### config.mk
export PLATFORM = sky130hd
export DESIGN_NAME = fetch_unit
export DESIGN_NICKNAME = d
export VERILOG_FILES = /design/src/rtl/fetch_unit.sv
export SDC_FILE = /design/constraint.sdc
export NUM_CORES = 1
export LEC_CHECK = 0
export BUFFER_PORTS_ARGS = -buffer_cell sky130_fd_sc_hd__buf_4
export CAP_MARGIN = 0
export CORE_MARGIN = 3
export CORE_UTILIZATION = 30
export DETAILED_ROUTE_END_ITERATION = 8
export PLACE_DENSITY_LB_ADDON = 0.1
export SYNTH_ARGS = -nofsm -noshare
export SYNTH_HDL_FRONTEND = slang
export SYNTH_SLANG_ARGS = --single-unit
### constraint.sdc
create_clock -name clk -period 4.8 [get_ports clk]
set_input_delay 0 -clock clk [delete_from_list [all_inputs] [get_ports clk]]
set_output_delay 0 -clock clk [all_outputs]
set_load 0.005 [all_outputs]
### src/rtl/fetch_unit.sv
// Instruction fetch stage: owns the PC, issues word fetches over a valid/ready request channel,
// buffers in-order responses in a small slot ring and presents them to decode.
module fetch_unit #(
    parameter logic [31:0] RESET_PC = 32'h0000_0000,
    parameter int          DEPTH    = 2
) (
    input  logic        clk,
    input  logic        rst_n,
    output logic        imem_req_valid,
    input  logic        imem_req_ready,
    output logic [31:0] imem_req_addr,
    input  logic        imem_rsp_valid,
    input  logic [31:0] imem_rsp_data,
    input  logic        redirect_valid,
    input  logic [31:0] redirect_pc,
    output logic        id_valid,
    input  logic        id_ready,
    output logic [31:0] id_instr,
    output logic [31:0] id_pc,
    output logic [31:0] id_pc_plus4
);
    localparam int PW = $clog2(DEPTH);
    localparam int CW = $clog2(DEPTH + 1);

    typedef enum logic [1:0] {S_BOOT, S_RUN, S_DRAIN} state_t;

    state_t           r_state;
    state_t           w_state_nxt;
    logic [31:0]      r_pc;
    logic [31:0]      r_slot_pc    [DEPTH];
    logic [31:0]      r_slot_instr [DEPTH];
    logic [DEPTH-1:0] r_filled;
    logic [PW-1:0]    r_alloc;
    logic [PW-1:0]    r_fill;
    logic [PW-1:0]    r_head;
    logic [CW-1:0]    r_used;
    logic [CW-1:0]    r_infl;
    logic [CW-1:0]    r_drop_cnt;
    logic             r_id_valid;
    logic [31:0]      r_id_instr;
    logic [31:0]      r_id_pc;
    logic [31:0]      r_id_pc_plus4;

    logic             w_accept;
    logic             w_rsp_keep;
    logic             w_rsp_drop;
    logic             w_pop;
    logic [PW-1:0]    w_head_nxt;
    logic [CW-1:0]    w_drop_nxt;
    logic [31:0]      w_redirect_pc;
    logic             w_id_valid_nxt;
    logic [31:0]      w_id_instr_nxt;
    logic [31:0]      w_id_pc_nxt;

    assign w_redirect_pc = redirect_pc & ~32'd3;
    assign w_accept      = imem_req_valid && imem_req_ready;
    assign w_rsp_drop    = imem_rsp_valid && (r_drop_cnt != '0);
    assign w_rsp_keep    = imem_rsp_valid && (r_drop_cnt == '0) && (r_infl != '0);
    assign w_pop         = r_id_valid && id_ready;
    assign w_head_nxt    = r_head + PW'(w_pop);

    // Fetches still outstanding at a redirect (including one accepted that cycle) become drops.
    always_comb begin
        w_drop_nxt = r_drop_cnt - CW'(w_rsp_drop);
        if (redirect_valid) begin
            w_drop_nxt = w_drop_nxt + r_infl + CW'(w_accept) - CW'(w_rsp_keep);
        end
    end

    always_comb begin
        w_state_nxt    = r_state;
        imem_req_valid = 1'b0;
        case (r_state)
            S_BOOT:  w_state_nxt = S_RUN;
            S_RUN:   imem_req_valid = (r_used != CW'(DEPTH));
            S_DRAIN: if (w_drop_nxt == '0) w_state_nxt = S_RUN;
            default: w_state_nxt = S_BOOT;
        endcase
        if (redirect_valid) begin
            w_state_nxt = (w_drop_nxt != '0) ? S_DRAIN : S_RUN;
        end
    end

    assign imem_req_addr = r_pc;

    always_ff @(posedge clk or negedge rst_n) begin
        if (!rst_n) begin
            r_state    <= S_BOOT;
            r_pc       <= RESET_PC;
            r_filled   <= '0;
            r_alloc    <= '0;
            r_fill     <= '0;
            r_head     <= '0;
            r_used     <= '0;
            r_infl     <= '0;
            r_drop_cnt <= '0;
        end else begin
            r_state    <= w_state_nxt;
            r_drop_cnt <= w_drop_nxt;
            if (redirect_valid) begin
                r_pc     <= w_redirect_pc;
                r_filled <= '0;
                r_alloc  <= '0;
                r_fill   <= '0;
                r_head   <= '0;
                r_used   <= '0;
                r_infl   <= '0;
            end else begin
                if (w_accept) begin
                    r_pc    <= r_pc + 32'd4;
                    r_alloc <= r_alloc + PW'(1);
                end
                if (w_rsp_keep) begin
                    r_filled[r_fill] <= 1'b1;
                    r_fill           <= r_fill + PW'(1);
                end
                if (w_pop) begin
                    r_filled[r_head] <= 1'b0;
                    r_head           <= w_head_nxt;
                end
                r_used <= r_used + CW'(w_accept) - CW'(w_pop);
                r_infl <= r_infl + CW'(w_accept) - CW'(w_rsp_keep);
            end
        end
    end

    always_ff @(posedge clk) begin
        if (w_accept && !redirect_valid) begin
            r_slot_pc[r_alloc] <= r_pc;
        end
        if (w_rsp_keep && !redirect_valid) begin
            r_slot_instr[r_fill] <= imem_rsp_data;
        end
    end

    // Output register mirrors the head slot as it will be after this edge, bypassing a fill into it.
    always_comb begin
        w_id_valid_nxt = r_filled[w_head_nxt];
        w_id_instr_nxt = r_slot_instr[w_head_nxt];
        w_id_pc_nxt    = r_slot_pc[w_head_nxt];
        if (w_rsp_keep && (r_fill == w_head_nxt)) begin
            w_id_valid_nxt = 1'b1;
            w_id_instr_nxt = imem_rsp_data;
        end
        if (redirect_valid) begin
            w_id_valid_nxt = 1'b0;
        end
    end

    always_ff @(posedge clk or negedge rst_n) begin
        if (!rst_n) begin
            r_id_valid    <= 1'b0;
            r_id_instr    <= 32'd0;
            r_id_pc       <= RESET_PC;
            r_id_pc_plus4 <= RESET_PC + 32'd4;
        end else begin
            r_id_valid <= w_id_valid_nxt;
            if (w_id_valid_nxt) begin
                r_id_instr    <= w_id_instr_nxt;
                r_id_pc       <= w_id_pc_nxt;
                r_id_pc_plus4 <= w_id_pc_nxt + 32'd4;
            end
        end
    end

    assign id_valid    = r_id_valid;
    assign id_instr    = r_id_instr;
    assign id_pc       = r_id_pc;
    assign id_pc_plus4 = r_id_pc_plus4;

`ifndef SYNTHESIS
    a_rsp_expected: assert property (@(posedge clk) disable iff (!rst_n)
        imem_rsp_valid |-> ((r_drop_cnt != '0) || (r_infl != '0)))
        else $error("fetch_unit: response arrived with no fetch in flight");
`endif

endmodule

# == Yosys cells after proc, flatten, opt, wreduce, memory -nomap -nowiden ==
# Memory sizes are Yosys's and may differ from the RTL's. A register that Yosys moved wholly into a read port is not among the register bits.
# Index checks and enable logic that the tools add are counted.
# classes
addsub,13
magnitude_cmp,5
eq_ne,6
mux,32
n_bitwise,3
reduce_logical,22
# op_table
op,count
32-bit by 3-bit adder with 32-bit output (second input constant),2
32-bit two-way mux,2
2-bit two-way mux,10
1-bit two-way mux,17
2-bit nonzero test,6
1-bit logical AND,10
2-bit by 1-bit subtractor with 2-bit output,4
2-bit by 1-bit adder with 2-bit output,3
2-bit logical NOT,3
1-bit by 2-bit < comparator with 1-bit output (second input constant),3
2-bit case mux with 3 select lines,1
2-bit inequality test (second input constant),2
3-bit inequality test (second input constant),1
1-bit adder (second input constant),2
2-bit adder,1
2-bit bitwise AND,1
1-bit demux with 1-bit select,2
2-bit by 1-bit equality test with 1-bit output (second input constant),1
2-bit equality test (second input constant),1
1-bit >= comparator (second input constant),2
1-bit logical NOT,2
2-bit NOT,1
2-bit bitwise OR,1
2-bit AND reduction,1
2 further kinds,2
# totals
reg_bits,110
ramBits,128
input_bits,70
output_inout_bits,130
elab_cells,95
n_memories,2
# mem_list
name,depth,width,read_ports,rd_clocked_by_memory_dff,wr,line,source
r_slot_instr,2,32,1,1,1,31,logic [31:0] r_slot_instr [DEPTH];
r_slot_pc,2,32,1,0,1,30,logic [31:0] r_slot_pc [DEPTH];

# == Logic depth before layout (Yosys ltp) ==
# logic_depth
depth_word,11
depth_mapped,11
mapped_depth_nobuf,10

# == Least setup slack after synthesis ==
# No wires, ideal clock.
# synth_path
path_kind,flip-flop to flip-flop
from,register r_state[1]
to,memory r_slot_pc[0][10] (enable)
setup_time_ps,455
t_arrival_ps,3273
required_time_ps,4345
slack_ps,1072
stages_incl_launch_ff,6
n_path_buf,1
period_less_slack_ps,3728
path_cell_list,dfrtp_1 > nand2b_1 > nor3_1 > clkbuf_1 > inv_1 > nor3_1
# synth_via
elab_chain_len,6
# synth_rtl
item,line,source
"start, declared",27,state_t r_state;
"start signal, assigned",98,r_state <= w_state_nxt;
2-bit by 1-bit equality test with 1-bit output,73,case (r_state)
1-bit two-way mux,73,
1-bit logical AND,56,assign w_accept = imem_req_valid && imem_req_ready;
1-bit logical AND,128,if (w_accept && !redirect_valid) begin
1-bit two-way mux,128,
1-bit two-way mux (implied by the code),129,r_slot_pc[r_alloc] <= r_pc;
"end, declared",30,
# Every way passes these cells.

# == Final worst setup path ==
# layout_path
from,register r_head
to,register r_id_pc_plus4[26] (netlist: id_pc_plus4[26])
# layout_via
elab_chain_len,5
word_cells_on_any_way,9
cone_classes,add/sub: 2; eq/ne: 1; mux: 4; reduce/logical: 1; memory: 1
# layout_rtl
item,line,source
"start, declared",35,logic [PW-1:0] r_head;
"start signal, assigned",119,r_head <= w_head_nxt;
1-bit adder *,60,assign w_head_nxt = r_head + PW'(w_pop);
branches (longest 4 deep; another with memory 2 x 32 bit),-,
"end signal, assigned",155,r_id_pc_plus4 <= RESET_PC + 32'd4;
"end signal, assigned",161,r_id_pc_plus4 <= w_id_pc_nxt + 32'd4;
"end, declared",42,logic [31:0] r_id_pc_plus4;
# Mark *: on every way between the ends. The select of a mux whose other input is x is not followed.
# A chain may end at the register's enable or synchronous reset.

==> impl_metrics.json <==
{
  "gp_congestion": 0.760,
  "synth.ff_latch_count": 260,
  "ios": 200,
  "tns_ps": 0,
  "worst_clock_skew_ps": 9.39,
  "total_power_mw": 6.76,
  "cts_setup_buffers": 0,
  "clk_pin_slew_ps": 60,
  "ys_seq_area_share_pct": 58.9,
  "critPathRequiredTime_ps": 5210,
  "drc": 0,
  "cts_buffer_depth": 3,
  "path_class": "reg2reg",
  "cts_buffers": 31,
  "die_y_um": 207,
  "slew_viol_final": 0,
  "cts.sinks": 260,
  "num_antenna_cells": 0,
  "end_kind": "flop",
  "rows": 72,
  "die_w_um": 207,
  "port_buffers": 191,
  "viasPerCell": 4.89,
  "syn_area_per_cell_um2": 10.8,
  "leakage_nw": 6.37,
  "hpwl_mm": 23.7,
  "slew_headroom_pct": 20.7,
  "mostFrequentLayoutCell": "buf_4",
  "dr.pass1.iters": 5,
  "status": "finished, final reports clean",
  "rsz0062_at_grt": "no",
  "area_growth_syn_to_layout_pct": 30.1,
  "cp.arrival_ps": 4230,
  "num_vias": 9288,
  "drive_above_1_share_pct": 20.3,
  "finalHoldViolCount": 0,
  "hold_class": "in2reg",
  "crit_path_start_kind": "flop",
  "drtIter0Drc": 511,
  "synthArstFlopShare_pct": 52.3,
  "syn-cell-area_mm2": 0.0121,
  "power_density_mw_per_mm2": 429,
  "cap_violations": 0,
  "insertion_delay_ps": 560,
  "cts_tree": "built",
  "totalWireLength_mm": 36.3,
  "grt_first_pass_wirelength_mm": 56.0,
  "fin_nets": 1437,
  "track_usage_pct": 16.8,
  "antenna_found_initial": 0,
  "die-area_mm2": 0.0428,
  "synthFlopType": "dfrtp_1",
  "layout_min_cycle_time_ps": 3820,
  "final_cell_mix": "buf_4 (202), nand2_1 (177), dfrtp_1 (134)",
  "fmax_mhz": 262,
  "antenna_left": 0,
  "grt_max_degree": 93,
  "crit_fanout": 82,
  "worstMarginPinSlew_ps": 1180,
  "design.core.area_mm2": 0.0393,
  "grt_overflow_total": 0,
  "setup_viol": 0,
  "peakVddDrop_mv": 0.261,
  "ys.warnings.count": 0,
  "synthDistinctLibCells": 63,
  "h-tree-depth": 1,
  "synth-edff-count": 124,
  "grt_pass1_vias": 9376,
  "initial_core_util_pct": 30.8,
  "root_buffer": "clkbuf_16",
  "syn_inst": 1116,
  "fin_crit_sh_pct": 79.6,
  "wl_per_cell_um": 19.1
}
-- state kept, by name, summed over array words and instances (netlist names), 30 cells and up --
signal	count
id_pc	30
r_slot_instr	64
id_pc_plus4	30
id_instr	32
r_slot_pc	60
imem_req_addr	30
-- final timing paths --
kind                                startpoint          endpoint  slack (ps)  cells after the start
worst max-delay path                    r_head   id_pc_plus4[26]         980                      7
worst min-delay path            imem_req_ready  imem_req_addr[5]          70                      6
worst max register to register          r_head   id_pc_plus4[26]         980                      7
worst min register to register      r_state[1]        r_state[0]         470                      1
max in group asynchronous                rst_n      id_instr[23]        3480                      3
min in group asynchronous                rst_n       id_instr[5]         210                      3
-- synth_stat cells (all sizes together), types with 2 or more instances --
| cell type | count | share of area [%] |
|---|---|---|
| nand3 | 49 | 2.0 |
| xnor2 | 22 | 1.6 |
| a211o | 2 | 0.14 |
| buf | 45 | 2.2 |
| clkbuf | 31 | 0.96 |
| nand2 | 178 | 5.6 |
| and2 | 6 | 0.31 |
| and3 | 16 | 0.83 |
| nand3b | 2 | 0.16 |
| o31ai | 33 | 2.1 |
| a31oi | 4 | 0.21 |
| o21ai | 119 | 4.9 |
| a41oi | 2 | 0.14 |
| and4 | 6 | 0.43 |
| nand2b | 3 | 0.16 |
| inv | 10 | 0.31 |
| o21a | 2 | 0.12 |
| mux2i | 31 | 2.6 |
| mux2 | 9 | 0.84 |
| a211oi | 8 | 0.50 |
| edfxtp | 124 | 31 |
| nor2b | 3 | 0.16 |
| nand4 | 26 | 1.6 |
| nor2 | 88 | 2.8 |
| ha | 7 | 0.72 |
| nor3 | 42 | 1.7 |
| nor4 | 9 | 0.57 |
| nor4b | 3 | 0.32 |
| xor2 | 44 | 3.2 |
| dfrtp | 135 | 28 |
| a21oi | 7 | 0.32 |
| o221ai | 32 | 2.3 |
-- worst max-delay path, cell delays in order (launching register included) --
cell and delay, ps:
dfrtp_1 400, nand3b_2 430, nand2_4 600, buf_4 850, a32oi_1 520, nor4_1 440
xor2_1 170, o21ai_0 80
-- metal layers --
metal	part of all wire, %	track usage (%)	vias to the layer above	wire length (um)
li1	-	-	4525	-
met1	48	24.5	4509	17500
met2	45	26.2	205	16400
met3	5.0	2.74	49	1800
met4	1.9	3.68	0	697
met5	0	0	-	0
-- cell type report --
type / instances / area [um^2]
fill: 3912 / 23500
timing repair buffer: 281 / 2310
sequential: 260 / 7130
multi-input combinational: 775 / 4630
inverter: 10 / 37.5
tap: 518 / 648
clock inverter: 11 / 131
clock buffer: 45 / 858
-- per-stage QoR --
step / std cells / worst slack (ps) / hold WS [ps] / utilization [%] / area (um^2)
final: 1900 / 977 / 68.1 / 40.1 / 15700
after global routing: 1900 / 617 / 115 / 40.1 / 15700
after CTS: 1900 / 1040 / 39.5 / 40.1 / 15700
after detailed placement: 1766 / 1060 / -135 / 35.6 / 14000
after global placement: 1766 / 1100 / -136 / 35.6 / 14000
after floorplan: 1121 / 1070 / -296 / - / 12100
-- report_power, final --
group | internal (mW) | switching, mW | leakage, nW
Clock | 1.39 | 0.925 | 0.484
Sequential | 2.71 | 0.269 | 2.87
Combinational | 0.723 | 0.739 | 3.02
-- logic make-up after synthesis --
| group | count (synthesis) | share of synthesized area [%] |
|---|---|---|
| simple gates | 435 | 16.9 |
| flops | 260 | 58.9 |
| compound gates | 220 | 11.6 |
| buf+inv | 86 | 3.45 |
| xor+xnor | 66 | 4.78 |
| mux | 40 | 3.40 |
| fa+ha+maj | 8 | 0.889 |
| other cells | 1 | 0.0310 |
-- timing repair --
action | CTS | global route
gates resized for setup | 0 | 0
endpoints found under the setup margin | 0 | 0
hold buffers | 78 | 0
hold endpoints to repair | 270 | 0
Power figures use the tool's default switching activity.
